==> src/rtl/operand_skewer_pkg.sv <==
// Shared types and helpers for the operand skewer that feeds a systolic array.
package operand_skewer_pkg;

  typedef enum logic [1:0] {
    S_IDLE  = 2'd0,
    S_FEED  = 2'd1,
    S_FLUSH = 2'd2,
    S_DONE  = 2'd3
  } state_t;

  // Counter width that never collapses to zero bits for tiny ranges.
  function automatic int clog2_safe(input int x);
    int w;
    w = $clog2(x);
    return (w < 1) ? 1 : w;
  endfunction

endpackage

==> src/rtl/operand_skewer_delay.sv <==
// Per-lane data+valid shift register; lane depth sets the operand skew.
module skew_delay_line #(
  parameter int DEPTH = 1,
  parameter int DW    = 8
) (
  input  logic          clk,
  input  logic          rst,
  input  logic [DW-1:0] i_d,
  input  logic          i_v,
  output logic [DW-1:0] o_d,
  output logic          o_v
);

  logic [DEPTH-1:0][DW-1:0] r_d;
  logic [DEPTH-1:0]         r_v;

  always_ff @(posedge clk or negedge rst) begin
    if (!rst) begin
      r_d <= '0;
      r_v <= '0;
    end else begin
      r_d[0] <= i_d;
      r_v[0] <= i_v;
      for (int k = 1; k < DEPTH; k++) begin
        r_d[k] <= r_d[k-1];
        r_v[k] <= r_v[k-1];
      end
    end
  end

  assign o_d = r_d[DEPTH-1];
  assign o_v = r_v[DEPTH-1];

endmodule

==> src/rtl/operand_skewer.sv <==
// Tile sequencer plus per-lane skew delay lines in front of an N1 x N2 systolic array.
module operand_skewer
  import operand_skewer_pkg::*;
#(
  parameter int N1 = 4,
  parameter int N2 = 4,
  parameter int M  = 8,
  parameter int DW = 8
) (
  input  logic            clk,
  input  logic            rst,
  input  logic            start,
  input  logic            in_valid,
  input  logic [N1*DW-1:0] a_data,
  input  logic [N2*DW-1:0] b_data,
  output logic [N1*DW-1:0] a_skew,
  output logic [N1-1:0]    a_vld,
  output logic [N2*DW-1:0] b_skew,
  output logic [N2-1:0]    b_vld,
  output logic            clear,
  output logic            busy,
  output logic            done
);

  localparam int BW = clog2_safe(M + 1);
  localparam int FL = N1 + N2 - 1;
  localparam int FW = clog2_safe(FL + 1);

  state_t        r_state, w_next;
  logic [BW-1:0] r_beat;
  logic [FW-1:0] r_flush;
  logic          r_clear;
  logic          w_acc, w_last, w_fl_end;

  assign w_acc    = (r_state == S_FEED) && in_valid;
  assign w_last   = w_acc && (r_beat == BW'(M - 1));
  assign w_fl_end = (r_flush == FW'(FL - 1));

  always_ff @(posedge clk or negedge rst) begin
    if (!rst) r_state <= S_IDLE;
    else      r_state <= w_next;
  end

  always_comb begin
    w_next = r_state;
    case (r_state)
      S_IDLE:  if (start)    w_next = S_FEED;
      S_FEED:  if (w_last)   w_next = S_FLUSH;
      S_FLUSH: if (w_fl_end) w_next = S_DONE;
      S_DONE:                w_next = S_IDLE;
      default:               w_next = S_IDLE;
    endcase
  end

  always_ff @(posedge clk or negedge rst) begin
    if (!rst) begin
      r_beat  <= '0;
      r_flush <= '0;
      r_clear <= 1'b0;
    end else begin
      r_clear <= (r_state == S_IDLE) && start;
      if (w_acc) r_beat <= w_last ? '0 : r_beat + 1'b1;
      if (r_state == S_FLUSH) r_flush <= w_fl_end ? '0 : r_flush + 1'b1;
      else                    r_flush <= '0;
    end
  end

  assign clear = r_clear;
  assign busy  = (r_state == S_FEED) || (r_state == S_FLUSH);
  assign done  = (r_state == S_DONE);

  // Non-accepted cycles inject zero bubbles so lanes keep draining in every state.
  logic [N1-1:0][DW-1:0] w_a_in;
  logic [N2-1:0][DW-1:0] w_b_in;

  generate
    for (genvar i = 0; i < N1; i++) begin : g_a
      assign w_a_in[i] = w_acc ? a_data[i*DW +: DW] : '0;
      skew_delay_line #(.DEPTH(i + 1), .DW(DW)) u_dl (
        .clk (clk),
        .rst (rst),
        .i_d (w_a_in[i]),
        .i_v (w_acc),
        .o_d (a_skew[i*DW +: DW]),
        .o_v (a_vld[i])
      );
    end
    for (genvar j = 0; j < N2; j++) begin : g_b
      assign w_b_in[j] = w_acc ? b_data[j*DW +: DW] : '0;
      skew_delay_line #(.DEPTH(j + 1), .DW(DW)) u_dl (
        .clk (clk),
        .rst (rst),
        .i_d (w_b_in[j]),
        .i_v (w_acc),
        .o_d (b_skew[j*DW +: DW]),
        .o_v (b_vld[j])
      );
    end
  endgenerate

endmodule

==> config.mk <==
export PLATFORM = sky130hd
export DESIGN_NAME = operand_skewer
export DESIGN_NICKNAME = d
export VERILOG_FILES = /design/src/rtl/operand_skewer_pkg.sv /design/src/rtl/operand_skewer_delay.sv /design/src/rtl/operand_skewer.sv
export SDC_FILE = /design/constraint.sdc
export NUM_CORES = 1
export LEC_CHECK = 0
export CORE_MARGIN = 3
export CORE_UTILIZATION = 24
export CTS_CLUSTER_SIZE = 14
export DETAILED_ROUTE_END_ITERATION = 6
export GPL_ROUTABILITY_DRIVEN = 1
export PLACE_DENSITY = 0.42
export SYNTH_ARGS = -nofsm -noshare
export SYNTH_HDL_FRONTEND = slang
export SYNTH_SLANG_ARGS = --single-unit
==> constraint.sdc <==
create_clock -name clk -period 2.2 [get_ports clk]
set_clock_uncertainty 0.15 [all_clocks]
set_input_delay 0.44 -clock clk [delete_from_list [all_inputs] [get_ports clk]]
set_output_delay 0.44 -clock clk [all_outputs]
set_load 0.01 [all_outputs]
==> impl_metrics.toml, run 1 <==
[hold_path]
hold_class = "reg -> reg"
worstHoldPathCells = 0

[floorplanning]
initial_core_util_pct = 24.8
design.die.area_sq_um = 24800
core.rowCount = 54
die_w_um = 157
core-area_sq_um = 22200
io_pins = 143
die_h_um = 157

[setup_path]
crit_fanout = 4
end_kind = "output pin"
path_class = "reg -> out"
start_kind = "register"
required_ns = 1.61
reg2regPathDepth = 4
arrival_ns = 1.51

[flow_run]
drv_cap = 0

[power_and_ir_drop]
seqPwrFrac_pct = 46.3
switchingPower_w = 0.00210
swShare_pct = 25.0
vdd_ir_drop_max_mv = 0.531
p_comb_share_pct = 16.7
power.density_nw_per_um2 = 1120
pwr-share-clk_pct = 37.0
leakagePower_nw = 3.75
power.internal_w = 0.00628

[sta]
tightest_slew_ns = 0.449
setup_viol = 0
timing.final.crit_share_pct = 95.6
rsz0062_at_grt = "false"
slew_violations = 0
fin_crit_ns = 2.10
setup_ws_ns = 0.0962
fmax_ghz = 0.475
tns_ns = 0
relSlewSlack_pct = 70.1
hold_viol = 0

[synth]
ys_seq_area_share_pct = 79.2
ys_types = 23
synth_area_leaders = "dfrtp_1 79%, buf_4 7.6%, and3_1 7.3%"
avgSynthCellArea_sq_um = 16.0
synth_nets = 418
synth_top_area_share_pct = 79.2
ys_ff_latch = 174
syn_inst = 344
ys_warn_count = 0
synth_area_sq_um = 5500
synth_top_area_cell = "dfrtp_1"

[placed_design]
hpwl_mm = 6.89
gp_congestion = 0.710
portBuffers = 142
dp_slack_ns = 0.265
dpl-instance-area_sq_um = 6870

[clock_tree]
clk_pin_slew_ns = 0.07
clockBufferDepth = 2
clk_latency_ns = 0.41
cts_inserted_buffers = 17
cts_max_level = 4
clock-sinks = 174
cts_root_buffer = "clkbuf_16"
cts_tree = "yes"

[finish]
final_area_sq_um = 7510
syn2layout_area_growth_pct = 36.5
layout_commonest_cell = "dfrtp_1"
final_cell_mix = "174 x dfrtp_1, 139 x clkdlybuf4s50_1, 64 x and3_1, 17 x clkbuf_16, 6 x buf_4"
fin_nets = 518
drive_above_1_share_pct = 9.87
n_antenna_cell = 0
fin_util_pct = 33.9

[global_route]
track_usage_pct = 8.82
grt_max_degree = 62
grt_antenna_before_repair = 0
grt_first_pass_wirelength_mm = 16.5
grt_pass1_vias = 3062
grt_remaining_overflow = 0

[route]
wire_per_inst_um = 14.0
vias_per_cell = 3.70
drtAntennaViolNets = 0
drc = 0
firstDrtPassIters = 4
wirelength_mm = 10.3
num_vias = 2725
initialDrtViolationCount = 85

[outcome]
status = "finished clean"
[layer usage]
layer,GRT usage [%],wire [um],vias to the layer above
met5,0,0,-
met4,2.98,103,0
met3,4.98,979,7
met2,13.0,4700,94
met1,11.0,4500,1367
li1,-,-,1257
[cells in the mapped netlist]
library cell	count
dfrtp_1	174
and3_1	64
buf_4	56
clkbuf_1	14
ha_1	6
inv_1	5
nand2_1	4
nor2_1	4
mux2_2	2
mux2i_1	2
a211oi_1	1
a21o_1	1
a221oi_2	1
a311oi_1	1
and2_1	1
mux2_1	1
nand3_1	1
nand3b_1	1
nand4b_1	1
nor2b_1	1
o21ai_0	1
or4_1	1
xnor2_1	1
[flip-flops by register name, indices dropped and copies added, names as in the netlist]
register      flops
r_beat            4
g_a.u_dl.o_d     32
clear             1
g_a.u_dl.r_d     48
g_b.u_dl.r_d     48
g_a.u_dl.r_v      2
g_b.u_dl.r_v      2
g_b.u_dl.o_d     32
r_state           2
r_flush           3
[repair_timing]
item,CTS,global route
endpoints found under the hold margin,37,0
gates cloned,0,0
pin swaps,0,0
hold buffers,1,0
endpoints found under the setup margin,1,2
buffers inserted,0,1
gates resized for setup,1,0
[layout make-up]
class	instances	area, sq um
fillers	2154	14700
flip-flops and latches	174	4350
repair buffers	151	1510
multi-input cells	95	656
clock buffers	18	439
well taps	280	350
clock inverters	13	179
inverters	5	18.8
[path summary, 6_finish.rpt]
check / start / slack, ns / to
worst max-delay path: r_state[1] / 0.1 / done
min in group asynchronous: rst / 0.35 / g_a[3].u_dl.r_d[8]
worst min register to register: g_b[3].u_dl.r_d[9] / 0.19 / g_b[3].u_dl.r_d[17]
worst min-delay path: g_b[3].u_dl.r_d[9] / 0.19 / g_b[3].u_dl.r_d[17]
max in group asynchronous: rst / 0.89 / g_a[3].u_dl.r_v[3]
worst max register to register: r_beat[0] / 0.51 / r_state[1]
[power by group through the flow]
stage	combinational, W	sequential (W)	clock, W
6_report	0.00140	0.00388	0.00309
5_1_grt	0.00156	0.00393	0.00336
4_1_cts	0.00143	0.00389	0.00321
3_5_place_dp	0.00143	0.00395	0
3_3_place_gp	0.00141	0.00392	0
2_1_floorplan	0.000801	0.00391	0
[per-stage QoR]
stage	power [W]	cells	hold WS, ns
finish	0.00837	736	0.190
floorplan	0.00471	344	-0.00559
detailed placement	0.00538	703	0.185
global route	0.00885	736	0.199
global placement	0.00532	703	0.181
CTS	0.00852	735	0.198
[cells by family (layout without fill, tap and decap cells)]
kind of cell	Yosys count	in the layout	share of synthesized area, %
buffers and inverters	75	187	8.94
AOI/OAI and AO/OA	5	5	0.796
adders and majority gates	6	6	1.37
and+or+nand+nor	78	78	8.58
muxes	5	5	0.978
DFF	174	174	79.2
xor gates and xnor gates	1	1	0.159
[worst max-delay path: stages, from the launching register on]
cell	delay (ns)
dfrtp_1	0.39
ha_1	0.18
clkdlybuf4s50_1	0.54
No activity file was read; power rests on OpenSTA's default activity.
==> run 2, diff against run 1 <==
--- a/config.mk
+++ b/config.mk
@@ -13,4 +13,5 @@
 export PLACE_DENSITY = 0.42
 export SYNTH_ARGS = -nofsm -noshare
 export SYNTH_HDL_FRONTEND = slang
+export SYNTH_HIERARCHICAL = 1
 export SYNTH_SLANG_ARGS = --single-unit
==> constraint.sdc (replaced) <==
create_clock -name clk -period 2.6 [get_ports clk]
set_clock_uncertainty 0.15 [all_clocks]
set_input_delay 0.52 -clock clk [delete_from_list [all_inputs] [get_ports clk]]
set_output_delay 0.52 -clock clk [all_outputs]
set_load 0.01 [all_outputs]
==> run 2 against run 1 <==
  * Combinational power fell by 15%
  * Worst setup slack improved by 0.058 ns
  * Wire length rose by 5.9%
  * Register-to-register slack improved by 0.10 ns
  * Final area rose by 5.4%
  * Sequential share of layout area rose by 2.1 points
  * Core utilization fell by 0.45 points
==> impl_metrics.toml, run 2 <==
[outcome]
status = "finished clean"

[sta]
relSlewSlack_pct = 62.6
setup_viol = 0
rsz0062_at_grt = "false"
fin_crit_ns = 2.45
fmax_ghz = 0.409
tightest_slew_ns = 0.561
hold_viol = 0
timing.final.crit_share_pct = 94.1
tns_ns = 0
slew_violations = 0

[synth]
ys_ff_latch = 190
synth_area_sq_um = 5840
async_flop_share_pct = 100
synth_flop_cell = "dfrtp_1"
synth_nets = 426
synth_edf_count = 0
avgSynthCellArea_sq_um = 16.6
synthMostInstantiatedCell = "dfrtp_1"
synth_area_leaders = "dfrtp_1 81%, and3_1 6.9%, buf_4 6.2%"
ys_warn_count = 6
ys_types = 23
ys_seq_area_share_pct = 81.4
synth_commonest_cells = "190 x dfrtp_1, 64 x and3_1, 48 x buf_4"
syn_inst = 352
synth_top_area_cell = "dfrtp_1"
synth_top_area_share_pct = 81.4

[global_route]
grt_max_degree = 69
grt_first_pass_wirelength_mm = 17.3
grt_pass1_vias = 3206
track_usage_pct = 8.68
grt_antenna_before_repair = 1
grt_remaining_overflow = 0

[setup_path]
crit_start = "r_state[0]"
path_class = "reg -> out"
crit_fanout = 4
cp_slowest_cell = "clkdlybuf4s50_1"
end_kind = "output pin"
critPathTopFamily = "buffers and inverters"
crit_buf_inv = 2
arrival_ns = 1.78
slowest_delay_ns = 0.55
start_kind = "register"
required_ns = 1.93
r2r-start = "r_state[1]"
cp_cell_sequence = "inv_1 > ha_1 > clkdlybuf4s50_1"
ff2ff_setup_slack_ns = 0.61

[route]
drc = 0
drtAntennaViolNets = 0
vias_per_cell = 3.64
initialDrtViolationCount = 93
firstDrtPassIters = 4
num_vias = 2878
wirelength_mm = 10.9
wire_per_inst_um = 13.8

[power_and_ir_drop]
leakagePower_nw = 3.95
power.density_nw_per_um2 = 924
power.total_w = 0.00731
vdd_ir_drop_max_mv = 0.362

[floorplanning]
die_h_um = 162
core-area_sq_um = 23700
design.die.area_sq_um = 26200
core.rowCount = 56
io_pins = 143
initial_core_util_pct = 24.7
die_w_um = 162

[clock_tree]
clockBufferDepth = 2
cts_inserted_buffers = 17
cts_max_level = 4
clk_latency_ns = 0.42
clk_pin_slew_ns = 0.07
cts_setup_buffers = 0
clock-sinks = 190
cts_root_buffer = "clkbuf_16"
cts_tree = "yes"

[finish]
layout_commonest_cell = "dfrtp_1"
final_area_sq_um = 7920
reg_top3 = "g_a.u_dl/r_d (48), g_b.u_dl/r_d (48)"
syn2layout_area_growth_pct = 35.6
final_cell_mix = "190 x dfrtp_1, 140 x clkdlybuf4s50_1, 64 x and3_1, 17 x clkbuf_16"
drive_above_1_share_pct = 9.15
fin_nets = 532

[placed_design]
portBuffers = 142
dpl-instance-area_sq_um = 7320
gp_congestion = 0.653
hpwl_mm = 7.13

[hold_path]
hold_class = "reg -> reg"
worstHoldStart = "g_a[3].u_dl/r_d[2]"

[flow_run]
drv_cap = 0
## run 2: cell types whose count changed after synthesis
cell / before / now
dfrtp_1: 174 / 190
buf_4: 56 / 48
## run 2: final cells by class
type | instances | area [sq um]
Clock buffer | 18 | 439
Clock inverter | 13 | 146
Fill cell | 2364 | 15800
Tap cell | 319 | 399
Multi-Input combinational cell | 95 | 656
Timing Repair Buffer | 149 | 1500
Inverter | 5 | 18.8
Antenna cell | 1 | 2.50
Sequential cell | 190 | 4750
## run 2: stage by stage
| stage | setup WS, ns | utilization [%] | hold WS, ns | cells |
|---|---|---|---|---|
| after floorplan | 1.01 | - | 0.0744 | 352 |
| after global placement | 0.635 | 30.9 | 0.182 | 757 |
| after detailed placement | 0.587 | 30.9 | 0.185 | 757 |
| after CTS | 0.106 | 33.4 | 0.196 | 789 |
| after global routing | 0.0499 | 33.4 | 0.197 | 789 |
| final | 0.155 | 33.4 | 0.194 | 790 |
## run 2: logic make-up after synthesis
kind of cell               Yosys count  share of synthesized area [%]
adders and majority gates            6                           1.29
AOI/OAI and AO/OA                    5                          0.750
DFF                                190                           81.4
muxes                                5                          0.921
xor gates and xnor gates             1                          0.150
buffers and inverters               67                           7.39
and+or+nand+nor                     78                           8.08
## run 2: power breakdown
part	internal, W	switching, W
Combinational	0.000626	0.000565
Clock	0.00131	0.00122
Sequential	0.00343	0.000162
## run 2: metal layers
metal / track usage (%) / part of all wire, %
met5: 0 / 0.18
met4: 4.77 / 2.6
met3: 2.91 / 5.5
met2: 13.8 / 49
met1: 10.4 / 43
## run 2: path summary, 6_finish.rpt
| check | cells after the start | end |
|---|---|---|
| setup / recovery | 3 | busy |
| max in group asynchronous | 3 | g_a[2].u_dl/r_d[6] |
| setup reg to reg | 5 | r_beat[1] |
| min in group asynchronous | 2 | g_b[2].u_dl/o_d[3] |
| hold / removal | 0 | g_a[3].u_dl/r_d[10] |
| hold reg to reg | 0 | g_a[3].u_dl/r_d[10] |
## run 2: what timing repair did
action,4_1_cts,5_1_grt
hold buffers,1,0
hold endpoints to repair,65,0
gates resized for setup,0,0
## run 2: worst register-to-register path, stage by stage (launching register included)
cell	delay [ns]
dfrtp_1	0.41
inv_1	0.12
ha_2	0.40
nand2_1	0.18
inv_1	0.24
mux2_2	0.38
